==> src/rtl/video_filter_line_ctrl_pkg.sv <==
// Shared state type and size helpers for the 2-D filter line sequencer.
package video_filter_line_ctrl_pkg;

    localparam int DEF_FILTER_CORE_DIM = 5;
    localparam int DEF_MAX_WIDTH       = 2048;
    localparam int DEF_MAX_HEIGHT      = 2048;

    typedef enum logic [1:0] {
        WAIT_SOF = 2'd0,
        ACTIVE   = 2'd1,
        DRAIN    = 2'd2
    } line_state_t;

    // Number of line buffers: the current line streams live, the rest are stored.
    function automatic int calc_nbuf(input int dim);
        return dim - 1;
    endfunction

    // Distance from an edge inside which the kernel overhangs the image.
    function automatic int calc_half(input int dim);
        return (dim - 1) / 2;
    endfunction

    // Coordinate width for a given maximum extent (XW / YW).
    function automatic int calc_w(input int max_extent);
        return $clog2(max_extent);
    endfunction

    // Buffer index width, kept at least one bit wide.
    function automatic int calc_idx_w(input int n);
        return (n > 1) ? $clog2(n) : 1;
    endfunction

endpackage

==> src/rtl/video_line_rotator.sv <==
// Tracks which line buffer takes the current line, how many lines are stored,
// and which stored buffer holds the oldest kernel row.
module video_line_rotator
    import video_filter_line_ctrl_pkg::*;
#(
    parameter  int NBUF = 4,
    localparam int RW   = calc_idx_w(NBUF),
    localparam int LFW  = $clog2(NBUF + 1)
) (
    input  logic            clk,
    input  logic            reset,
    input  logic            restart,
    input  logic            advance,
    output logic [NBUF-1:0] beat_sel,
    output logic [RW-1:0]   beat_rot,
    output logic            beat_full
);

    localparam logic [RW-1:0]  LAST_IDX = RW'(NBUF - 1);
    localparam logic [RW-1:0]  STEP_IDX = RW'(1);
    localparam logic [LFW-1:0] FULL_CNT = LFW'(NBUF);
    localparam logic [LFW-1:0] STEP_CNT = LFW'(1);

    logic [RW-1:0]  wr_idx, wr_idx_next, idx_base;
    logic [RW-1:0]  rot, rot_next, rot_base;
    logic [LFW-1:0] filled, filled_next, filled_base;

    // A restart clears the history first, so a line end on the same beat counts from zero.
    always_comb begin
        idx_base    = restart ? '0 : wr_idx;
        rot_base    = restart ? '0 : rot;
        filled_base = restart ? '0 : filled;
        wr_idx_next = idx_base;
        rot_next    = rot_base;
        filled_next = filled_base;
        if (advance) begin
            wr_idx_next = (idx_base == LAST_IDX) ? '0 : idx_base + STEP_IDX;
            if (filled_base == FULL_CNT) begin
                rot_next = (rot_base == LAST_IDX) ? '0 : rot_base + STEP_IDX;
            end else begin
                filled_next = filled_base + STEP_CNT;
            end
        end
        beat_sel  = NBUF'(1) << idx_base;
        beat_rot  = rot_base;
        beat_full = (filled_base == FULL_CNT);
    end

    // Rotation state registers.
    always_ff @(posedge clk or posedge reset) begin
        if (reset) begin
            wr_idx <= '0;
            rot    <= '0;
            filled <= '0;
        end else begin
            wr_idx <= wr_idx_next;
            rot    <= rot_next;
            filled <= filled_next;
        end
    end

endmodule

==> src/rtl/video_filter_line_ctrl.sv <==
// Line/frame sequencer for the streaming 2-D filter: follows accepted beats,
// drives line-buffer controls, window qualifier, border flags and framing errors.
module video_filter_line_ctrl
    import video_filter_line_ctrl_pkg::*;
#(
    parameter  int FILTER_CORE_DIM = DEF_FILTER_CORE_DIM,
    parameter  int MAX_WIDTH       = DEF_MAX_WIDTH,
    parameter  int MAX_HEIGHT      = DEF_MAX_HEIGHT,
    localparam int NBUF            = calc_nbuf(FILTER_CORE_DIM),
    localparam int HALF            = calc_half(FILTER_CORE_DIM),
    localparam int XW              = calc_w(MAX_WIDTH),
    localparam int YW              = calc_w(MAX_HEIGHT),
    localparam int RW              = calc_idx_w(NBUF)
) (
    input  logic            clk,
    input  logic            reset,
    input  logic            s_tvalid,
    input  logic            s_tready,
    input  logic            s_tuser,
    input  logic            s_tlast,
    input  logic [XW:0]     cfg_width,
    input  logic [YW:0]     cfg_height,
    output logic            lb_wr_en,
    output logic [NBUF-1:0] lb_wr_sel,
    output logic [XW-1:0]   lb_wr_addr,
    output logic [RW-1:0]   lb_rot,
    output logic [XW-1:0]   pix_x,
    output logic [YW-1:0]   pix_y,
    output logic            win_valid,
    output logic            bord_l,
    output logic            bord_r,
    output logic            bord_t,
    output logic            bord_b,
    output logic            frame_done,
    output logic            err_eol_early,
    output logic            err_eol_late,
    output logic            err_sof,
    output logic            cfg_err
);

    localparam logic [XW:0]   DIM_X   = (XW+1)'(FILTER_CORE_DIM);
    localparam logic [XW:0]   MAXW_X  = (XW+1)'(MAX_WIDTH);
    localparam logic [XW:0]   HALF_X  = (XW+1)'(HALF);
    localparam logic [XW:0]   ONE_X   = (XW+1)'(1);
    localparam logic [XW-1:0] WIN_X   = XW'(FILTER_CORE_DIM - 1);
    localparam logic [XW-1:0] HALF_XS = XW'(HALF);
    localparam logic [XW-1:0] STEP_X  = XW'(1);
    localparam logic [YW:0]   DIM_Y   = (YW+1)'(FILTER_CORE_DIM);
    localparam logic [YW:0]   MAXH_Y  = (YW+1)'(MAX_HEIGHT);
    localparam logic [YW:0]   HALF_Y  = (YW+1)'(HALF);
    localparam logic [YW:0]   ONE_Y   = (YW+1)'(1);
    localparam logic [YW-1:0] HALF_YS = YW'(HALF);
    localparam logic [YW-1:0] STEP_Y  = YW'(1);

    line_state_t     state, state_next;
    logic [XW-1:0]   cur_x, cur_x_next, beat_x;
    logic [YW-1:0]   cur_y, cur_y_next, beat_y;
    logic [XW:0]     shd_w, shd_w_next, bw;
    logic [YW:0]     shd_h, shd_h_next, bh;
    logic            xfer, cfg_ok, cfg_err_next;
    logic            beat_wr, restart, eol, e_early, e_late, e_sof, done;
    logic            win_next, bl_next, br_next, bt_next, bb_next;
    logic [NBUF-1:0] rot_sel;
    logic [RW-1:0]   rot_oldest;
    logic            rot_full;

    video_line_rotator #(
        .NBUF(NBUF)
    ) u_rotator (
        .clk      (clk),
        .reset    (reset),
        .restart  (restart),
        .advance  (eol),
        .beat_sel (rot_sel),
        .beat_rot (rot_oldest),
        .beat_full(rot_full)
    );

    // Next state and per-beat decisions; a SOF beat uses the freshly sampled geometry.
    always_comb begin
        xfer         = s_tvalid && s_tready;
        cfg_ok       = (cfg_width >= DIM_X) && (cfg_width <= MAXW_X) &&
                       (cfg_height >= DIM_Y) && (cfg_height <= MAXH_Y);
        state_next   = state;
        cur_x_next   = cur_x;
        cur_y_next   = cur_y;
        shd_w_next   = shd_w;
        shd_h_next   = shd_h;
        cfg_err_next = cfg_err;
        beat_wr      = 1'b0;
        restart      = 1'b0;
        eol          = 1'b0;
        e_early      = 1'b0;
        e_late       = 1'b0;
        e_sof        = 1'b0;
        done         = 1'b0;
        beat_x       = cur_x;
        beat_y       = cur_y;
        bw           = shd_w;
        bh           = shd_h;
        if (xfer) begin
            if (s_tuser) begin
                e_sof        = (state != WAIT_SOF) && ((cur_x != '0) || (cur_y != '0));
                cfg_err_next = !cfg_ok;
                if (cfg_ok) begin
                    restart    = 1'b1;
                    beat_wr    = 1'b1;
                    beat_x     = '0;
                    beat_y     = '0;
                    bw         = cfg_width;
                    bh         = cfg_height;
                    shd_w_next = cfg_width;
                    shd_h_next = cfg_height;
                    cur_x_next = '0;
                    cur_y_next = '0;
                    state_next = ACTIVE;
                end else begin
                    state_next = WAIT_SOF;
                end
            end else if (state == ACTIVE) begin
                beat_wr = 1'b1;
            end else if (state == DRAIN) begin
                eol = s_tlast;
            end
            if (beat_wr) begin
                if (s_tlast) begin
                    eol     = 1'b1;
                    e_early = ({1'b0, beat_x} != (bw - ONE_X));
                end else if ({1'b0, beat_x} == (bw - ONE_X)) begin
                    e_late     = 1'b1;
                    state_next = DRAIN;
                end else begin
                    cur_x_next = beat_x + STEP_X;
                end
            end
            if (eol) begin
                cur_x_next = '0;
                if ({1'b0, beat_y} == (bh - ONE_Y)) begin
                    done       = 1'b1;
                    cur_y_next = '0;
                    state_next = WAIT_SOF;
                end else begin
                    cur_y_next = beat_y + STEP_Y;
                    state_next = ACTIVE;
                end
            end
        end
    end

    // Window qualifier and border flags for the beat being written.
    always_comb begin
        win_next = beat_wr && rot_full && (beat_x >= WIN_X);
        bl_next  = beat_x < HALF_XS;
        br_next  = {1'b0, beat_x} >= (bw - HALF_X);
        bt_next  = beat_y < HALF_YS;
        bb_next  = {1'b0, beat_y} >= (bh - HALF_Y);
    end

    // FSM state register.
    always_ff @(posedge clk or posedge reset) begin
        if (reset) begin
            state <= WAIT_SOF;
        end else begin
            state <= state_next;
        end
    end

    // Position counters and geometry shadowed at the last good SOF.
    always_ff @(posedge clk or posedge reset) begin
        if (reset) begin
            cur_x <= '0;
            cur_y <= '0;
            shd_w <= '0;
            shd_h <= '0;
        end else begin
            cur_x <= cur_x_next;
            cur_y <= cur_y_next;
            shd_w <= shd_w_next;
            shd_h <= shd_h_next;
        end
    end

    // Registered beat outputs; beat descriptors hold between writes, strobes clear.
    always_ff @(posedge clk or posedge reset) begin
        if (reset) begin
            lb_wr_en      <= 1'b0;
            lb_wr_sel     <= '0;
            lb_wr_addr    <= '0;
            lb_rot        <= '0;
            pix_x         <= '0;
            pix_y         <= '0;
            win_valid     <= 1'b0;
            bord_l        <= 1'b0;
            bord_r        <= 1'b0;
            bord_t        <= 1'b0;
            bord_b        <= 1'b0;
            frame_done    <= 1'b0;
            err_eol_early <= 1'b0;
            err_eol_late  <= 1'b0;
            err_sof       <= 1'b0;
            cfg_err       <= 1'b0;
        end else begin
            lb_wr_en      <= beat_wr;
            win_valid     <= win_next;
            frame_done    <= done;
            err_eol_early <= e_early;
            err_eol_late  <= e_late;
            err_sof       <= e_sof;
            cfg_err       <= cfg_err_next;
            if (beat_wr) begin
                lb_wr_sel  <= rot_sel;
                lb_wr_addr <= beat_x;
                lb_rot     <= rot_oldest;
                pix_x      <= beat_x;
                pix_y      <= beat_y;
                bord_l     <= bl_next;
                bord_r     <= br_next;
                bord_t     <= bt_next;
                bord_b     <= bb_next;
            end
        end
    end

endmodule

==> config.mk <==
export PLATFORM = sky130hd
export DESIGN_NAME = video_filter_line_ctrl
export DESIGN_NICKNAME = d
export VERILOG_FILES = /design/src/rtl/video_filter_line_ctrl_pkg.sv /design/src/rtl/video_line_rotator.sv /design/src/rtl/video_filter_line_ctrl.sv
export SDC_FILE = /design/constraint.sdc
export NUM_CORES = 1
export LEC_CHECK = 0
export ABC_AREA = 1
export BUFFER_PORTS_ARGS = -buffer_cell sky130_fd_sc_hd__clkbuf_2
export CAP_MARGIN = 30
export CORE_ASPECT_RATIO = 1.75
export CORE_MARGIN = 2
export CORE_UTILIZATION = 50
export DETAILED_ROUTE_END_ITERATION = 16
export PLACE_DENSITY = 0.81
export RECOVER_POWER = 25
export SLEW_MARGIN = 20
export SYNTH_ARGS = -nofsm -noshare
export SYNTH_HDL_FRONTEND = slang
export SYNTH_SLANG_ARGS = --single-unit
==> constraint.sdc <==
create_clock -name clk -period 6.6 [get_ports clk]
set_input_delay 0.66 -clock clk [delete_from_list [all_inputs] [get_ports clk]]
set_output_delay 0.66 -clock clk [all_outputs]
set_load 0.1 [all_outputs]
==> results of run 1 <==
[area by class of cell]
class | instances | area, µm² | area share
Tap cell | 177 | 221 | 0.0284
Sequential cell | 94 | 2350 | 0.302
Clock inverter | 6 | 68.8 | 0.00883
Multi-Input combinational cell | 755 | 3930 | 0.504
Clock buffer | 10 | 229 | 0.0294
Timing Repair Buffer | 87 | 472 | 0.0605
Inverter | 138 | 519 | 0.0666
[flip-flops by register name, indices dropped and copies added (netlist names)]
register	count
cur_x	11
lb_wr_sel	4
shd_h	12
frame_done	1
shd_w	12
bord_b	1
bord_l	1
err_sof	1
err_eol_late	1
bord_r	1
u_rotator.rot	2
pix_x	11
state	2
lb_rot	2
u_rotator.filled	3
err_eol_early	1
win_valid	1
bord_t	1
pix_y	11
lb_wr_en	1
cfg_err	1
cur_y	11
u_rotator.wr_idx	2
[where the power goes]
part	switching [mW]	internal (mW)
sequential	0.0741	0.691
combinational	0.988	0.334
clock	0.245	0.297
[kinds of logic after synthesis]
group / synth area share
XOR/XNOR: 0.0516
adder cells (fa/ha/maj): 0.0603
AND/OR/NAND/NOR: 0.338
AO/OA/AOI/OAI: 0.107
buffers and inverters: 0.110
flip-flops: 0.333
[final timing paths]
check,cells after the start,slack [ns],end
min reg2reg,2,0.47,lb_wr_sel[3]
max in group clk,24,2.17,bord_r
min,2,0.47,lb_wr_sel[3]
max reg2reg,15,3.86,bord_r
max,3,1.98,u_rotator.rot[1]
min in group asynchronous,2,0.63,pix_x[4]
[critical path: stages]
cell        delay, ns
clkbuf_2         0.09
clkinvlp_2       0.87
clkbuf_1         2.58
[metal layers]
layer	global-route usage	up-vias	part of all wire
li1	-	3387	-
met3	0.0261	103	0.042
met1	0.291	3286	0.34
met4	0.229	0	0.089
met5	0	-	0
met2	0.511	277	0.53
[through the flow]
step	power, mW	instance area, µm²	std cells
global route	2.78	7790	1267
detailed placement	2.08	7470	1250
floorplan	1.81	7060	1026
CTS	2.62	7770	1266
global placement	2.05	7470	1250
finish	2.63	7790	1267
[synth_stat cells (all sizes together)]
library cell / count / share of area
a21oi: 25 / 0.018
a22o: 1 / 0.0012
nor4: 2 / 0.0018
o21bai: 2 / 0.0021
or2: 4 / 0.0035
xnor3: 1 / 0.0032
xor2: 22 / 0.027
xnor2: 17 / 0.021
inv: 136 / 0.072
o21a: 1 / 0.0011
clkbuf: 13 / 0.0069
o41ai: 1 / 0.0012
nand4: 28 / 0.025
clkinv: 2 / 0.0011
nor3: 19 / 0.015
ha: 34 / 0.060
o221ai: 3 / 0.0037
buf: 26 / 0.030
dfrtp: 94 / 0.33
o21ai: 100 / 0.074
o211ai: 2 / 0.0021
nand3b: 5 / 0.0071
a21boi: 4 / 0.0043
nand2: 318 / 0.17
nand3: 64 / 0.050
nor2: 102 / 0.063
==> results.yml, run 1 <==
cts:
  cts_setup_buffers: 0
  clk_root_buffer_cell: "clkbuf_16"
  ctsResizeCount: 0
  holdBufCountCts: 0
  cts.htree.levels: 3
  cts_tree: "yes"
  clk_latency_ns: 0.35
  cts_sinks: 94
  clkSlewWorstSetupHoldPaths_ns: 0.07
  clock_tree.buffer_depth: 2
  cts_made_buffers: 9
placed_design:
  place_congestion: 0.983
  preCtsSetupSlack_ns: 1.93
  io_buffers: 79
  dp_hpwl_mm: 16.1
sta:
  finClkSkew_ns: 0.0116
  setup_viol: 0
  min_period_ns: 4.62
  finalHoldViolCount: 0
  slew_violations: 97
  timing.final.crit_share: 0.699
  worst_slew_pin_slew_ns: 3.57
  setup_ws_ns: 1.98
  fin_setup_tns_ns: 0
  max_slew_margin: -1.38
  whs_ns: 0.474
  fmax_mhz: 217
  rsz0062_at_grt: "no"
route:
  finalWirelength_mm: 21.0
  drcViolationCount: 0
  wire_per_inst_um: 16.6
  num_vias: 7053
  vias_per_cell: 5.57
  drtAntennaViolNets: 0
  drt_iter0_drc: 532
  drtPass1Iterations: 6
power:
  ir_drop_mv: 0.211
  p_leak_nw: 4.24
  p_per_area_nw_per_um2: 337
layout:
  fin_util: 0.563
  area_growth_pct: 10.4
  layout_common_cells: "nand2_1, inv_1, dfrtp_1"
  final_common_cell: "nand2_1"
  drive_above_1_share: 0.137
  antenna_cells: 0
  fillCellCount: 1359
  layout.nets: 1149
synth:
  synth-seq-cells: 94
  syn-num-nets: 1090
  synth.avg_cell_area_um2: 6.88
  synthDistinctLibCells: 41
  synth_seq_area_share: 0.333
  yosys_warnings: 0
  synth_cells: 1026
  synth_area_um2: 7060
setup_path:
  path_class: "input port to async pin"
  critPathArrivalTime_ns: 4.26
  crit_start: "reset"
  cp-start-kind: "input port"
  cp-end-kind: "async pin"
  r2r_start: "shd_w[1]"
  cp_max_fo: 61
  critPathRequiredTime_ns: 6.25
run:
  cap_violations: 2
outcome:
  status: "complete, but fails checks"
  failed_checks: "max-capacitance violations, max-slew violations"
floorplanning:
  start_util: 0.510
  die-area_um2: 15100
  rows: 57
  die_y_um: 161
  die_w_um: 93.8
  ios: 80
  core-area_um2: 13800
global_routing:
  grt_pass1_vias: 6866
  antenna_found_initial: 0
  track_usage: 0.285
  overflow: 0
  grt_max_degree: 62
  grt_pass1_wl_mm: 33.4
hold_path:
  hold_class: "register to register"
  min_from: "lb_wr_sel[3]"
(Power assumes the default switching activity.)
==> run 2, diff against run 1 <==
--- a/config.mk
+++ b/config.mk
@@ -12,7 +12,7 @@
 export CORE_MARGIN = 2
 export CORE_UTILIZATION = 50
 export DETAILED_ROUTE_END_ITERATION = 16
-export PLACE_DENSITY = 0.81
+export PLACE_DENSITY = 0.84
 export RECOVER_POWER = 25
 export SLEW_MARGIN = 20
 export SYNTH_ARGS = -nofsm -noshare
==> constraint.sdc (replaced) <==
create_clock -name clk -period 3.91 [get_ports clk]
set_input_delay 0.391 -clock clk [delete_from_list [all_inputs] [get_ports clk]]
set_output_delay 0.391 -clock clk [all_outputs]
set_load 0.1 [all_outputs]
==> run 2 against run 1 <==
Net effect: the run still ends with max-capacitance violations, max-slew violations left; total power increased by 71%; hold slack lost 0.15 ns; wire length up 0.80%; via count is 0.35% higher; sequential cell count is the same; first-iteration DRC count fell by 13%; cell area rose by 1.5%; non-clock buffer count is 15 higher; combinational power is 70% higher; clock-buffer cell count did not move; largest cell class unchanged; highest routed layer unchanged.
==> results.yml, run 2 (synthesis gave the netlist of run 1 again) <==
floorplanning:
  die-area_um2: 15100
  die_w_um: 93.8
  die_y_um: 161
  ios: 80
  rows: 57
  start_util: 0.510
  core-area_um2: 13800
layout:
  area_growth_pct: 12.1
  layout.nets: 1164
  reg_top3: "shd_h: 12 flops, shd_w: 12 flops"
  drive_above_1_share: 0.149
  fin_cells: 1281
  antenna_cells: 0
  layout_common_cells: "nand2_1, inv_1, dfrtp_1"
  final_common_cell: "nand2_1"
setup_path:
  endpoint: "bord_b"
  cp-start-kind: "input port"
  critPathRequiredTime_ns: 4.19
  path_class: "input port to register"
  rrSetupSlack_ns: 1.23
  cp_max_fo: 14
  critPathArrivalTime_ns: 3.75
  reg2reg_depth: 15
  cp-end-kind: "register"
  r2r_start: "shd_w[1]"
  crit_start: "cfg_height[9]"
  r2r-end: "bord_r"
route:
  num_vias: 7078
  drtPass1Iterations: 6
  drt_iter0_drc: 463
  wire_per_inst_um: 16.6
  drcViolationCount: 0
  drtAntennaViolNets: 0
  vias_per_cell: 5.53
  finalWirelength_mm: 21.2
hold_path:
  hold_class: "input port to register"
  hold_depth: 3
power:
  pwr-share-clk: 0.212
  p_int_mw: 2.31
  seq_power_share: 0.287
  p_leak_nw: 4.31
  combPwrFrac: 0.501
  sw_frac_of_total: 0.487
  power_mw: 4.50
  switching_power_mw: 2.19
  ir_drop_mv: 0.366
  p_per_area_nw_per_um2: 569
global_routing:
  busiest_layer: "met2"
  use_met3: 0.0340
  use_met1: 0.281
  use_met2: 0.526
  grt_pass1_vias: 6817
  track_usage: 0.287
  grt_max_degree: 62
  antenna_found_initial: 0
  overflow: 0
  grt_pass1_wl_mm: 33.3
cts:
  cts_made_buffers: 9
  clk_latency_ns: 0.36
  clkSlewWorstSetupHoldPaths_ns: 0.07
  cts_sinks: 94
  cts.htree.levels: 3
  clock_tree.buffer_depth: 2
  clk_root_buffer_cell: "clkbuf_16"
  cts_tree: "yes"
sta:
  setup_viol: 0
  worst_slew_pin_slew_ns: 2.76
  min_period_ns: 3.47
  timing.final.crit_share: 0.887
  max_slew_margin: -0.851
  finClkSkew_ns: 0.00789
  rsz0062_at_grt: "no"
  slew_violations: 62
  fmax_mhz: 288
  finalHoldViolCount: 0
  fin_setup_tns_ns: 0
placed_design:
  dp.cells: 1266
  io_buffers: 79
  place_congestion: 0.974
  dp_hpwl_mm: 16.7
run:
  cap_violations: 1
outcome:
  status: "complete, but fails checks"
  failed_checks: "max-capacitance violations, max-slew violations"
run 2: cell count changes in the layout (fill, tap and decap cells not counted), sizes merged:
| cell | change |
|---|---|
| bufinv | +1 |
| clkbuf | -1 |
| clkinvlp | +1 |
| clkinv | -2 |
| inv | -1 |
| buf | +16 |
run 2: critical path, cell delays in order:
cell and delay, ns:
clkbuf_2 0.09, nor2_1 0.21, nand2_1 0.08, nor2_1 0.10, nand2_1 0.06, nand2_1 0.07, nand2_2 0.07, inv_2 0.07
nand2_4 0.04, nor2_2 0.11, inv_2 0.13, buf_4 0.21, nand2_1 0.06, o21ai_0 0.11, inv_1 0.08, ha_1 0.14
inv_1 0.06, nor3_2 0.24, nand2_1 0.12, xor2_1 0.16, ha_1 0.34, nand4_1 0.11, o221ai_1 0.21, nand3_1 0.09
nand2_1 0.07, a21oi_1 0.05, nand3b_1 0.14, o21ai_1 0.11
run 2: metrics by stage:
stage | setup slack, ns | instance area [µm²] | hold slack (ns) | util
floorplan | 0.398 | 7060 | 0.490 | -
global placement | 0.168 | 7590 | 0.459 | 0.549
detailed placement | 0.0166 | 7590 | 0.464 | 0.549
CTS | 0.367 | 7910 | 0.205 | 0.571
global route | 0.111 | 7910 | 0.334 | 0.572
finish | 0.443 | 7910 | 0.320 | 0.572
run 2: how the worst min path moves through the flow:
stage,from,to
5_1_grt,s_tlast,err_eol_early
3_3_place_gp,lb_wr_sel[3],lb_wr_sel[3]
6_report,s_tlast,err_eol_early
2_1_floorplan,cur_x[1],cur_x[1]
4_1_cts,reset,pix_x[4]
3_5_place_dp,lb_wr_sel[3],lb_wr_sel[3]
run 2: metal layers:
metal | wire length (µm) | share of wire
met1 | 7160 | 0.34
met2 | 11400 | 0.54
met3 | 799 | 0.038
met4 | 1880 | 0.089
met5 | 0 | 0
run 2: layout make-up:
cell class / count / area, µm²
clock buffer: 10 / 229
clock inverter: 5 / 83.8
fill: 1317 / 5930
inverter: 138 / 519
multi-input combinational: 755 / 3940
sequential: 94 / 2350
tap: 177 / 221
timing repair buffer: 102 / 568
run 2: what timing repair did:
action                     4_1_cts  5_1_grt
gates resized for setup          0        1
hold buffers                     0        0
buffers inserted                 0        0
setup endpoints to repair        0        1
run 2: power groups by stage:
| stage | sequential [mW] | combinational (mW) | clock (mW) |
|---|---|---|---|
| after floorplan | 1.86 | 1.20 | 0 |
| after CTS | 1.29 | 2.24 | 0.961 |
| after detailed placement | 1.30 | 2.23 | 0 |
| after global routing | 1.31 | 2.45 | 1.01 |
| after global placement | 1.30 | 2.19 | 0 |
| final | 1.29 | 2.25 | 0.956 |
